==> src/rtl/tea_output_collector.sv <==
// Collects 64-bit TEA scheduler blocks after a pipeline-fill phase and serializes them as 32-bit words.
// Define TEA_COLLECTOR_BSWAP_EN to byte-reverse every output word.
module tea_output_collector #(
  parameter int FILL_CYCLES = 32,
  parameter int FIFO_DEPTH  = 4
) (
  input  logic        clk,
  input  logic        rst,
  input  logic        ena,
  input  logic [63:0] inBlock64,
  output logic [31:0] outWord32,
  output logic        outValid,
  input  logic        outReady,
  output logic        fillDone,
  output logic        overflow
);

  localparam int AW = $clog2(FIFO_DEPTH);

  typedef enum logic {FILL, RUN} state_t;

  state_t      state, state_nxt;
  logic [7:0]  fill_cnt, fill_cnt_nxt;
  logic        capture;

  logic [63:0] mem [FIFO_DEPTH];
  logic [AW:0] wr_ptr, rd_ptr, wr_nxt, rd_nxt;
  logic        half, half_nxt;
  logic        empty, full, xfer, pop, wr_en, drop;
  logic [63:0] entry_nxt;
  logic [31:0] word_raw, word_nxt;

  function automatic logic [31:0] byte_order(input logic [31:0] w);
`ifdef TEA_COLLECTOR_BSWAP_EN
    return {w[7:0], w[15:8], w[23:16], w[31:24]};
`else
    return w;
`endif
  endfunction

  always_comb begin
    state_nxt    = state;
    fill_cnt_nxt = fill_cnt;
    capture      = 1'b0;
    case (state)
      FILL: begin
        if (FILL_CYCLES == 0) begin
          state_nxt = RUN;
          capture   = ena;
        end else if (ena) begin
          fill_cnt_nxt = fill_cnt + 8'd1;
          if (fill_cnt_nxt == 8'(FILL_CYCLES)) state_nxt = RUN;
        end
      end
      RUN: capture = ena;
      default: state_nxt = FILL;
    endcase
  end

  // Extra MSB on each pointer separates full from empty when the indices match.
  assign empty = (wr_ptr == rd_ptr);
  assign full  = (wr_ptr[AW] != rd_ptr[AW]) && (wr_ptr[AW-1:0] == rd_ptr[AW-1:0]);

  assign outValid = !empty;
  assign fillDone = (state == RUN);

  assign xfer  = outValid && outReady;
  assign pop   = xfer && half;
  assign wr_en = capture && (!full || pop);
  assign drop  = capture && full && !pop;

  assign rd_nxt   = rd_ptr + {{AW{1'b0}}, pop};
  assign wr_nxt   = wr_ptr + {{AW{1'b0}}, wr_en};
  assign half_nxt = xfer ? ~half : half;

  // When the block being written becomes the new head, take it straight from the input.
  always_comb begin
    entry_nxt = mem[rd_nxt[AW-1:0]];
    if (wr_en && (rd_nxt == wr_ptr)) entry_nxt = inBlock64;
    word_raw = half_nxt ? entry_nxt[31:0] : entry_nxt[63:32];
    word_nxt = (rd_nxt == wr_nxt) ? 32'd0 : byte_order(word_raw);
  end

  always_ff @(posedge clk) begin
    if (!rst) begin
      state     <= FILL;
      fill_cnt  <= 8'd0;
      wr_ptr    <= '0;
      rd_ptr    <= '0;
      half      <= 1'b0;
      overflow  <= 1'b0;
      outWord32 <= 32'd0;
    end else begin
      state     <= state_nxt;
      fill_cnt  <= fill_cnt_nxt;
      wr_ptr    <= wr_nxt;
      rd_ptr    <= rd_nxt;
      half      <= half_nxt;
      overflow  <= overflow || drop;
      outWord32 <= word_nxt;
    end
  end

  always_ff @(posedge clk) begin
    if (wr_en) mem[wr_ptr[AW-1:0]] <= inBlock64;
  end

endmodule

==> config.mk <==
export PLATFORM = sky130hd
export DESIGN_NAME = tea_output_collector
export DESIGN_NICKNAME = d
export VERILOG_FILES = /design/src/rtl/tea_output_collector.sv
export SDC_FILE = /design/constraint.sdc
export NUM_CORES = 1
export LEC_CHECK = 0
export BUFFER_PORTS_ARGS = -buffer_cell sky130_fd_sc_hd__buf_2
export CORE_UTILIZATION = 54
export CTS_CLUSTER_DIAMETER = 100
export DETAILED_ROUTE_END_ITERATION = 16
export GPL_TIMING_DRIVEN = 0
export PLACE_DENSITY = 0.84
export SLEW_MARGIN = 15
export SYNTH_ARGS = -nofsm -noshare
export SYNTH_HDL_FRONTEND = slang
export SYNTH_SLANG_ARGS = --single-unit
export TNS_END_PERCENT = 50
==> constraint.sdc <==
create_clock -name clk -period 7.3 [get_ports clk]
set_input_delay 1.46 -clock clk [delete_from_list [all_inputs] [get_ports clk]]
set_output_delay 1.46 -clock clk [all_outputs]
set_load 0.005 [all_outputs]
== Word level (Yosys, flattened, before mapping) ==
Memories as Yosys holds them, arrays and structs flattened.
Cells that the tools add are included.
Word-level totals
  memories kept: 1
  bits in writable memories: 256
  input bits: 68
  logic and storage cells: 43
  register bits: 49
Memory list
  mem: depth 4, bits a word 64, read ports 1, clocked after Yosys merged registers in 0, wr ports 1, RTL line 26  | logic [63:0] mem [FIFO_DEPTH];
Cells by class
  reduce and logical (&&, ||, !) cells: 14
  equality and inequality tests: 6
  bitwise operators: 3
  multiplexer cells: 9
  add/sub/neg operators: 3
Operators by type and width (number)
  $mux 64: 1
  $mux 32: 1
  $eq 3x3->1: 3
  $add 8x1->8 const B: 1
  $eq 8x6->1 const B: 1
  $logic_and 1x1->1: 7
  $mux 1: 7
  $add 3x1->3: 2
  $logic_not 1->1: 3
  $not 1->1: 3
  $eq 2x2->1: 1
  $logic_or 1x1->1: 2
  $reduce_and 2->1: 1
  $reduce_or 2->1: 1
  $ne 1x1->1: 1

== Logic depth before layout (Yosys ltp) ==
  depth after elaboration: 9
  mapped depth: 14
  depth with buffers taken out: 12

== Worst setup path before layout ==
OpenSTA, ideal clock, no wires.
  path kind: input to register
  from: input outReady
  to: memory mem[0][0], enable pin
  path slack: -0.071 ns
  buffers on the path: 0
  setup time: 0.578 ns
  stages on the path: 5
  arrival time: 6.794 ns
  cells stage by stage: and2_1 ha_1 inv_1 a41oi_1 nor3b_1
Between the ends
  word-level cells in the longest chain between the ends: 6
RTL lines
  start: declaration: RTL line 13  | input logic outReady,
  $logic_and 1x1->1: RTL line 67  | assign xfer = outValid && outReady;
  $logic_and 1x1->1: RTL line 68  | assign pop = xfer && half;
  $logic_or 1x1->1: RTL line 69  | assign wr_en = capture && (!full || pop);
  $logic_and 1x1->1: RTL line 69
  $mux 1: RTL line 105  | if (wr_en) mem[wr_ptr[AW-1:0]] <= inBlock64;
  $mux 1 (not written as such): RTL line 105
  end: declaration: RTL line 26
No other way between the ends.

== Worst setup path after layout ==
  from: register wr_ptr[1]
  to: register outWord32[15]
Between the ends
  word-level cells in the longest chain between the ends: 9
  elaborated cells on any way between the ends: 19
  classes of those cells: add/sub (2); eq/ne (4); mux (3); reduce/logical (9); memory (1)
RTL lines
  start: declaration: RTL line 27  | logic [AW:0] wr_ptr, rd_ptr, wr_nxt, rd_nxt;
  start signal: assignment: RTL line 96  | wr_ptr <= wr_nxt;
  $eq 3x3->1 *: RTL line 61  | assign empty = (wr_ptr == rd_ptr);
  $logic_not 1->1 *: RTL line 64  | assign outValid = !empty;
  $logic_and 1x1->1 *: RTL line 67
  $logic_and 1x1->1 *: RTL line 68
  $add 3x1->3 *: RTL line 72  | assign rd_nxt = rd_ptr + {{AW{1'b0}}, pop};
  via rd_nxt[1]: RTL line 27
  branches (longest 4 deep; another with $mem_v2 4x64)
  end signal: assignment: RTL line 100  | outWord32 <= word_nxt;
  end: declaration: RTL line 11  | output logic [31:0] outWord32,
Mark *: on every way through the listed nets, which the timed path passes.
A chain may end at the register's enable or synchronous reset.

==> impl_metrics.json <==
{
  "vias": 6658,
  "cts_tree": "done",
  "drv_slew": 0,
  "place_ws_ns": 3.02,
  "gr-usage-met2_pct": 39.4,
  "die_area_sq_um": 23500,
  "cts_num_sinks": 305,
  "pwr-share-clk_pct": 45.6,
  "root_buffer": "clkbuf_16",
  "fmax_ghz": 0.254,
  "tns_ns": 0,
  "io_pins": 103,
  "clk_latency_ns": 0.55,
  "worst_slack_ns": 3.37,
  "cts_hold_buf": 0,
  "coreArea_sq_um": 22600,
  "status": "finished, final reports clean",
  "grt_pass1_vias": 7053,
  "ant_nets": 0,
  "cp.required_ns": 7.75,
  "syn_nets": 702,
  "postCtsSetupBuffers": 0,
  "htreeDepth": 1,
  "min-delay-start": "overflow",
  "post_drt_wl_per_cell_um": 24.8,
  "start_util_pct": 54.9,
  "dp_hpwl_um": 16800,
  "min_period_ns": 3.93,
  "clock_skew_ns": 0.0122,
  "hold_path_class": "register to register",
  "crit_fanout": 10,
  "internal-power_mw": 2.89,
  "relSlewSlack_pct": 37.2,
  "gr-max-usage-layer": "met2",
  "maxCapViolCount": 0,
  "avgSynthCellArea_sq_um": 19.8,
  "gr-usage-met3_pct": 4.14,
  "tightest_slew_ns": 0.941,
  "clkSlewWorstSetupHoldPaths_ns": 0.06,
  "ys_seq_elements": 305,
  "die_h_um": 153,
  "swShare_pct": 18.9,
  "chipWidth_um": 153,
  "synth_largest_area_cell": "edfxtp_1",
  "async_reset_ff_share_pct": 0,
  "seq_power_share_pct": 52.9,
  "synthCells": 627,
  "ys.warnings.count": 0,
  "finalWeightedCongestion": 0.774,
  "grt_max_degree": 45,
  "drc": 0,
  "ir_drop_v": 0.000204,
  "grtUsageTotal_pct": 23.1,
  "cts_buffers": 30,
  "synth_top_area_share_pct": 62.1,
  "vias_per_cell": 6.16,
  "period_share_pct": 53.9,
  "setup_viol": 0,
  "drt_pass1_iterations": 8,
  "drt_wl_total_um": 26800,
  "synth-seq-area-share_pct": 70.0,
  "r2r_end": "outWord32[15]",
  "p_leak_nw": 4.89,
  "cp.arrival_ns": 4.38,
  "yosysUniqueCellTypes": 44,
  "clk_path_buf_depth": 3,
  "netlist_area_sq_um": 12400,
  "crit_type": "register to register",
  "powerDensity_nw_per_um2": 245,
  "antenna_found_initial": 4,
  "synthFlopType": "edfxtp_1",
  "pwr-share-comb_pct": 1.5,
  "p_switching_mw": 0.673,
  "crit_end": "outWord32[15]",
  "ys_top_cells_by_area": "edfxtp_1, mux4_2, dfxtp_1, a211oi_2, mux2i_1",
  "r2r-start": "wr_ptr[1]",
  "synth_edf_count": 256,
  "nets": 845,
  "port_buffers": 102,
  "drtIter0Drc": 713,
  "cp-end-kind": "register",
  "final-hold-violation-count": 0,
  "synth.most_common_cell": "edfxtp_1",
  "regToRegSetupSlack_ns": 3.37,
  "cts_resized": 0,
  "drive_above_1_share_pct": 39.3,
  "grt_pass1_wl_um": 40700,
  "met1_usage_pct": 30.4,
  "overflow": 0,
  "synth_common_cells": "edfxtp_1, mux4_2, dfxtp_1",
  "r2r_cells": 11,
  "setup.worst_path.start": "wr_ptr[1]",
  "grt_setup_unrepaired": "false",
  "critPathLaunchType": "register",
  "area_delta_synth_final_pct": 17.4,
  "placementRows": 55
}
## how the worst min path moves through the flow
stage | endpoint | slack (ns) | cells after the start
after global placement | overflow | 0.46 | 1
after floorplan | overflow | 0.46 | 1
after detailed placement | overflow | 0.46 | 1
final | overflow | 0.49 | 1
after CTS | overflow | 0.49 | 1
after global routing | overflow | 0.53 | 1
## power by group through the flow
| stage | Combinational (mW) | Sequential [mW] | Clock [mW] |
|---|---|---|---|
| after global placement | 0.0470 | 1.92 | 0 |
| after floorplan | 0.0114 | 1.92 | 0 |
| after global routing | 0.0578 | 1.89 | 1.70 |
| final | 0.0535 | 1.89 | 1.62 |
| after CTS | 0.0528 | 1.89 | 1.63 |
| after detailed placement | 0.0521 | 1.92 | 0 |
## state kept, by name, summed over array words and instances (netlist names)
register / count
mem: 256
outWord32: 32
fill_cnt: 8
rd_ptr: 3
wr_ptr: 3
fillDone: 1
half: 1
overflow: 1
## per-stage QoR
step                hold WS, ns  area [sq um]  power, mW  utilization [%]  instances
finish                    0.488         14500       3.56             64.4       1081
floorplan                 0.464         12400       1.94                -        627
global placement          0.458         13300       1.97             58.7       1014
global route              0.529         14500       3.65             64.4       1080
CTS                       0.493         14500       3.57             64.4       1079
detailed placement        0.465         13500       1.98             59.7       1023
## critical path, cell delays in order (launching register included)
cell and delay, ns:
dfxtp_1 0.43, xnor2_1 0.45, nand3_1 0.19, and2_1 0.22, ha_1 0.21, ha_1 0.19, ha_1 0.37, xor2_1 0.20
nor3_2 0.45, clkbuf_1 0.58, a221oi_1 0.23, a211oi_2 0.30
## cell type report
| type | instances | area [sq um] |
|---|---|---|
| sequential | 305 | 8670 |
| fill | 1483 | 8030 |
| multi-input combinational | 278 | 3450 |
| clock buffer | 42 | 887 |
| timing repair buffer | 111 | 693 |
| tap | 285 | 357 |
| buffer | 41 | 282 |
| clock inverter | 14 | 181 |
| inverter | 3 | 11.3 |
| antenna | 2 | 5.00 |
## layout by cell type, fill, tap and decap left out, types with 10 or more instances in the layout
cell type    n
a221oi_1    13
clkbuf_1    12
clkbuf_16   31
edfxtp_1   256
a221oi_2    19
a211oi_2    30
mux2i_1     33
dfxtp_1     49
xnor2_1     11
buf_2      114
and2_1      16
nor2b_1     33
buf_6       10
mux4_2      64
## routing by layer
layer | wire length, um | share of wire (%) | vias up
met5 | 26 | 0.097 | -
met1 | 10700 | 40 | 3435
li1 | - | - | 2870
met4 | 456 | 1.7 | 4
met2 | 13600 | 51 | 306
met3 | 1980 | 7.4 | 43
## cells by family (layout without fill, tap and decap cells)
family,after synthesis,after routing,share of synthesized area (%)
multiplexers,97,97,14.3
flip-flops,305,305,70.0
adder cells (fa/ha/maj),7,7,0.707
AND/OR/NAND/NOR,78,78,3.72
AO/OA/AOI/OAI,75,75,7.31
XOR/XNOR,21,21,1.62
other,0,2,0
buffers and inverters,44,211,2.36
No activity file was read; power rests on OpenSTA's default activity.
